<file path="src/rtl/booth_mac_sequencer.sv">
`default_nettype none
// +------------------------------------------------------------------------+
// | booth_mac_sequencer                                                    |
// | Feeds operand pairs to a sequential 8x8 Booth multiplier and           |
// | accumulates the products into a signed running sum.                    |
// | Revision: 1.0                                                          |
// +------------------------------------------------------------------------+
module booth_mac_sequencer #(
  parameter int ACC_W    = 24,
  parameter int WAIT_MAX = 15
) (
  input  logic             clk,
  input  logic             rst,
  input  logic             in_valid,
  output logic             in_ready,
  input  logic [7:0]       in_mc,
  input  logic [7:0]       in_mp,
  input  logic             in_last,
  output logic             mul_start,
  output logic [7:0]       mul_mc,
  output logic [7:0]       mul_mp,
  input  logic [15:0]      mul_out,
  input  logic             mul_busy,
  output logic [ACC_W-1:0] acc,
  output logic             acc_valid,
  output logic             ovf,
  output logic             err
);

  localparam int                    c_WCNT_W    = $clog2(WAIT_MAX + 1);
  localparam logic [c_WCNT_W-1:0]   c_WAIT_LAST = c_WCNT_W'(WAIT_MAX - 1);

  typedef enum logic [1:0] {
    S_IDLE  = 2'd0,
    S_ISSUE = 2'd1,
    S_WAIT  = 2'd2
  } state_t;

  state_t              r_state;
  logic                r_last;
  logic                r_done;
  logic [c_WCNT_W-1:0] r_wcnt;

  logic [ACC_W-1:0]    w_prod_ext;
  logic [ACC_W-1:0]    w_sum;
  logic                w_ovf;

  assign w_prod_ext = {{(ACC_W-16){mul_out[15]}}, mul_out};
  assign w_sum      = acc + w_prod_ext;
  assign w_ovf      = (acc[ACC_W-1] == w_prod_ext[ACC_W-1]) &&
                      (w_sum[ACC_W-1] != acc[ACC_W-1]);
  assign in_ready   = (r_state == S_IDLE);

  always_ff @(posedge clk or posedge rst) begin
    if (rst) begin
      r_state   <= S_IDLE;
      r_last    <= 1'b0;
      r_done    <= 1'b0;
      r_wcnt    <= '0;
      acc       <= '0;
      acc_valid <= 1'b0;
      ovf       <= 1'b0;
      err       <= 1'b0;
      mul_start <= 1'b0;
      mul_mc    <= '0;
      mul_mp    <= '0;
    end else begin
      acc_valid <= 1'b0;
      case (r_state)
        S_IDLE: begin
          if (in_valid) begin
            mul_mc    <= in_mc;
            mul_mp    <= in_mp;
            r_last    <= in_last;
            mul_start <= 1'b1;
            r_state   <= S_ISSUE;
            // First pair after a reported sum starts a fresh sequence.
            if (r_done) begin
              acc    <= '0;
              ovf    <= 1'b0;
              r_done <= 1'b0;
            end
          end
        end
        S_ISSUE: begin
          mul_start <= 1'b0;
          r_wcnt    <= '0;
          r_state   <= S_WAIT;
        end
        S_WAIT: begin
          // The product is only present on the first busy-low sample.
          if (!mul_busy) begin
            acc     <= w_sum;
            r_state <= S_IDLE;
            if (w_ovf) begin
              ovf <= 1'b1;
            end
            if (r_last) begin
              acc_valid <= 1'b1;
              r_done    <= 1'b1;
            end
          end else if (r_wcnt == c_WAIT_LAST) begin
            err     <= 1'b1;
            r_state <= S_IDLE;
          end else begin
            r_wcnt <= r_wcnt + 1'b1;
          end
        end
        default: r_state <= S_IDLE;
      endcase
    end
  end

endmodule
`default_nettype wire

</file>
<file path="config.mk">
export PLATFORM = sky130hd
export DESIGN_NAME = booth_mac_sequencer
export DESIGN_NICKNAME = d
export VERILOG_FILES = /design/src/rtl/booth_mac_sequencer.sv
export SDC_FILE = /design/constraint.sdc
export NUM_CORES = 1
export LEC_CHECK = 0
export CORE_MARGIN = 10
export CORE_UTILIZATION = 49
export DETAILED_ROUTE_END_ITERATION = 10
export PLACE_DENSITY = 0.85
export SYNTH_ARGS = -nofsm -noshare
export SYNTH_HDL_FRONTEND = slang
export SYNTH_SLANG_ARGS = --single-unit
export TNS_END_PERCENT = 20
</file>
<file path="constraint.sdc">
create_clock -name clk -period 2.9 [get_ports clk]
set_input_delay 0.87 -clock clk [delete_from_list [all_inputs] [get_ports clk]]
set_output_delay 0.87 -clock clk [all_outputs]
set_load 0.005 [all_outputs]
</file>
# Word-level counts from Yosys, hierarchy flattened
# Cells that the tools add are included.
# word_totals
out_inout_bits,45
inputBits,37
ff_bits,52
wordCells,64
# op_classes
n_eq_ne,13
n_reduce_logical,13
mux,25
n_addsub,2
# op_table
op,count
$mux W24,3
$pmux W24 S2,1
$add A24 B24 Y24,1
$ne A2 B2 Y1 const B,6
$mux W1,11
$mux W4,2
$pmux W4 S2,1
$reduce_and A4 Y1,2
$mux W2,3
$pmux W1 S2,3
$pmux W2 S3,1
$reduce_and A2 Y1,3
$reduce_and A3 Y1,2
$reduce_bool A2 Y1,3
$reduce_and A5 Y1,1
$add A4 B1 Y4 const B,1
$eq A4 B4 Y1 const B,1
$ne A3 B3 Y1 const B,1
$eq A2 B1 Y1 const B,1
$eq A2 B2 Y1 const B,1
$logic_not A2 Y1,1
$ne A2 B1 Y1 const B,1
$eq A1 B1 Y1,1
$logic_and A1 B1 Y1,1
$ne A1 B1 Y1,1

# Logic depth before layout (Yosys ltp)
# depth
word_depth,6
mapped_depth,10
mapped_depth_nobuf,10

# Least setup slack after synthesis
# Ideal clock, no wire load.
# synth_path
path_type,input-to-reg
from,in mul_out[0]
to,reg acc[16]
setup_slack_ns,-0.043
t_required_ns,2.774
n_path_buf,0
t_arrival_ns,2.817
setup_ns,0.126
cell_stages,10
cell_sequence,ha_1 > fa_1 > a21o_1 > a221oi_2 > nor2_1 > o22ai_2 > o21bai_2 > a221oi_2 > xor2_1 > o21ai_0
# synth_via
elab_chain_len,3
# synth_lines
item,line_no,source
from (decl),22,"input logic [15:0] mul_out,"
$add A24 B24 Y24,49,assign w_sum = acc + w_prod_ext;
$mux W24,92,if (!mul_busy) begin
$pmux W24 S2,69,case (r_state)
to (signal assigned),93,acc <= w_sum;
to (decl),24,"output logic [ACC_W-1:0] acc,"
# No other way between the ends. The select of a mux whose other input is x is not followed.
# A chain may end at the register's enable or synchronous reset.

# Final worst setup path
# layout_path
from,in mul_out[12]
to,reg acc[17]
# The elaborated chain is that of the path after synthesis.

==> results.md <==
* Outcome: finished, violations left
* Violated checks: negative setup slack
* Crit-path most repeated cell: buf_4
* Cell depth of the worst min-delay path at 1
* Wire per inst at 16.8 um
* EDFF count, synth at 0
* IR drop worst, VDD at 624 uV
* Syn_area_per_cell at 9.81 um2
* Port bufs at 81
* Largest stage delay on the critical path at 410 ps
* TritonCTS clock tree: done
* Req. time, crit path at 3100 ps
* Hpwl dp at 6700 um
* P_leak at 2.17 nW
* N_diodes at 0
* Crit start category: primary input
* H-tree levels at 2
* Hold EP: err
* R2R depth at 10
* Vias in the first global route at 3,002
* Final Hold Fails at 0
* Clk slew on worst S/H paths at 100 ps
* Min-delay worst type: register to register
* Iter 0 DRT Violations at 157
* Worst-Margin Slew at 893 ps
* Total number of vias at 3,015
* Slew margin rel. at 0.405
* Placeable Area at 0.00631 mm2
* Setup Viol. Count Final at 1
* Commonest non-fill, non-tap cell in the layout: clkdlybuf4s50_1
* Std cell rows at 29
* Switching Fraction at 0.378
* Clock Sinks at 52
* Synthesized instance count at 323
* Sequential group share of total power at 0.268
* Area delta synth->final at 50.9%
* Warnings, synthesis at 0
* Max-cap check violation count at 0
* Post-synth cell types at 48
* Crit Path Max Fanout at 4
* Worst slack at placement at -621 ps
* Tmin final at 2900 ps
* Initial core utilization at 0.502
* Fin Setup TNS at -4.21 ps
* Final worst-path setup slack at -4.21 ps
* Fin util at 0.757
* Drt drc at 0
* CP max-delay cell: clkdlybuf4s50_1
* Asr flop ratio synth at 1.00
* Bufs and invs on worst path at 4
* Total CTS buffers at 5
* FMAX at 344 MHz
* Post-Syn Area at 0.00317 mm2
* Clock power frac at 0.111
* Critical path class: primary input to register
* Sequential share of the synthesized area at 0.411
* Routed wire length at 9150 um
* DR pass1 iterations at 4
* PD cells at 993 mW/mm2
* Die height at 100 um
* Clock Path Buffers at 2
* Root Buffer: clkbuf_8
* Critical Path End Type: register
* Int Pwr at 2.95 mW
* Antenna-violating nets left at 0
* Main synth FF type: dfrtp_1
* CP top delay family: buffers and inverters
* Most frequent cells in the layout: 72 x clkdlybuf4s50_1, 66 x buf_4, 52 x dfrtp_1
* Die W at 100 um
* RSZ-0062 raised after global routing: yes
* Hold buffers post-CTS at 0
* Flop2flop setup slack at 300 ps
* Initial antenna violation count at 0
* Post-Synthesis Net Count at 386
* Flops & latches, synth at 52
* Logic pwr share at 0.620
* Routability cong. at 0.901
* Final worst-path cycle share at 1.00
* Crit path cell chain: clkdlybuf4s50_1 -> ha_1 -> buf_4 -> a221oi_4 -> a32oi_2 -> buf_4 -> buf_4 -> a31oi_1 -> xor2_1 -> o21ai_0
* WP data arrival at 3100 ps
* Pins Over Slew Limit at 0
* DR vias/cell at 5.52
* HP Start: err
* Overall Global Routing Usage at 0.173
* Largest net degree at the start of global routing at 32
* First-pass GRT wire length at 14,500 um
* RR Startpoint: acc[0]
* IO Count at 82
* Aggregate global routing overflow at 0
* Worst Skew at 7.80 ps
* Die Footprint at 0.0101 mm2
* Fraction of layout cells with a size suffix above 1 at 0.258
* Worst reg2reg path endpoint: acc[18]
* Final layout net count at 531
* Sw power at 1.80 mW
* Clock latency on the worst-skew pair at 320 ps
==> through the flow <==
| step | area (um2) | total power [mW] | cells | hold slack (ps) |
|---|---|---|---|---|
| 3_5_place_dp | 4490 | 3.98 | 530 | 476 |
| 2_1_floorplan | 3170 | 2.64 | 323 | 466 |
| 3_3_place_gp | 4490 | 3.89 | 530 | 461 |
| 4_1_cts | 4710 | 4.65 | 542 | 499 |
| 5_1_grt | 4780 | 5.11 | 546 | 526 |
| 6_report | 4780 | 4.75 | 546 | 489 |
==> kinds of logic (layout without fill, tap and decap cells) <==
group / count (synthesis) / after routing / synth area share
muxes: 17 / 17 / 0.0604
xor gates and xnor gates: 21 / 21 / 0.0581
and+or+nand+nor: 95 / 95 / 0.138
adders and majority gates: 26 / 26 / 0.105
buffers and inverters: 21 / 167 / 0.0273
DFF: 52 / 52 / 0.411
AOI/OAI and AO/OA: 91 / 91 / 0.201
==> metal layers <==
layer | track usage | up-vias | routed length, um
met5 | 0 | - | 0
met4 | 0.0402 | 0 | 89
met3 | 0.0859 | 10 | 1010
met2 | 0.289 | 112 | 4440
met1 | 0.194 | 1442 | 3610
li1 | - | 1451 | -
==> registers in the layout, indices dropped and copies added, names as in the netlist <==
name,count
acc,24
acc_valid,1
err,1
mul_mc,8
mul_mp,8
mul_start,1
ovf,1
r_done,1
r_last,1
r_state,2
r_wcnt,4
==> repair_timing <==
item / 4_1_cts / 5_1_grt
resized for setup: 22 / 9
endpoints found under the setup margin: 12 / 10
pin swaps: 20 / 11
setup buffers: 4 / 4
==> worst register-to-register path, delay by kind of cell (launching register included) <==
family	cells	cell delay, ps
AOI/OAI and AO/OA	5	1120
xor gates and xnor gates	1	130
adders and majority gates	2	600
buffers and inverters	1	150
DFF	1	420
and+or+nand+nor	1	80
==> power by group through the flow <==
stage	logic (mW)	registers [mW]	clock network [mW]
floorplan	1.39	1.25	0
finish	2.95	1.27	0.529
detailed placement	2.72	1.27	0
global placement	2.64	1.24	0
global route	3.24	1.32	0.560
CTS	2.84	1.27	0.537
==> how the worst max path moves through the flow <==
| stage | start | to | slack (ps) | cells past startpoint |
|---|---|---|---|---|
| after global routing | mul_out[9] | acc[17] | -80 | 11 |
| final | mul_out[12] | acc[17] | -4 | 10 |
| after detailed placement | mul_out[0] | acc[16] | -620 | 11 |
| after CTS | mul_out[12] | acc[23] | 7 | 9 |
| after floorplan | mul_out[0] | acc[16] | -30 | 10 |
| after global placement | mul_out[0] | acc[16] | -560 | 11 |
==> synth_stat cells, types with 2 or more instances <==
cell type	instances	area, um2
o21ai_0	31	155
buf_1	2	7.51
nor2_1	19	71.3
o31ai_1	2	15.0
a211oi_1	4	30.0
nand2_1	36	135
nand3_1	19	95.1
xnor2_1	9	78.8
o21bai_1	3	22.5
inv_1	11	41.3
a21oi_1	16	80.1
nor2b_1	4	25.0
xor2_1	12	105
o211ai_1	3	22.5
nand4_1	3	18.8
ha_1	25	313
a21oi_2	2	17.5
a221oi_2	2	30.0
and2_1	2	12.5
nor3_1	2	10.0
mux2_2	17	191
dfrtp_1	52	1300
nand2b_1	3	18.8
clkbuf_1	7	26.3
a31oi_1	3	18.8
a21o_1	10	75.1
or3_1	2	12.5
o21a_1	2	15.0
==> cell type report <==
type,count,area (um2)
Inverter,11,41.3
Tap cell,77,96.3
Fill cell,457,1530
Timing Repair Buffer,148,1320
Clock buffer,5,68.8
Sequential cell,52,1300
Clock inverter,3,46.3
Multi-Input combinational cell,250,1910
Note: power is estimated with default switching activity, not from simulation.
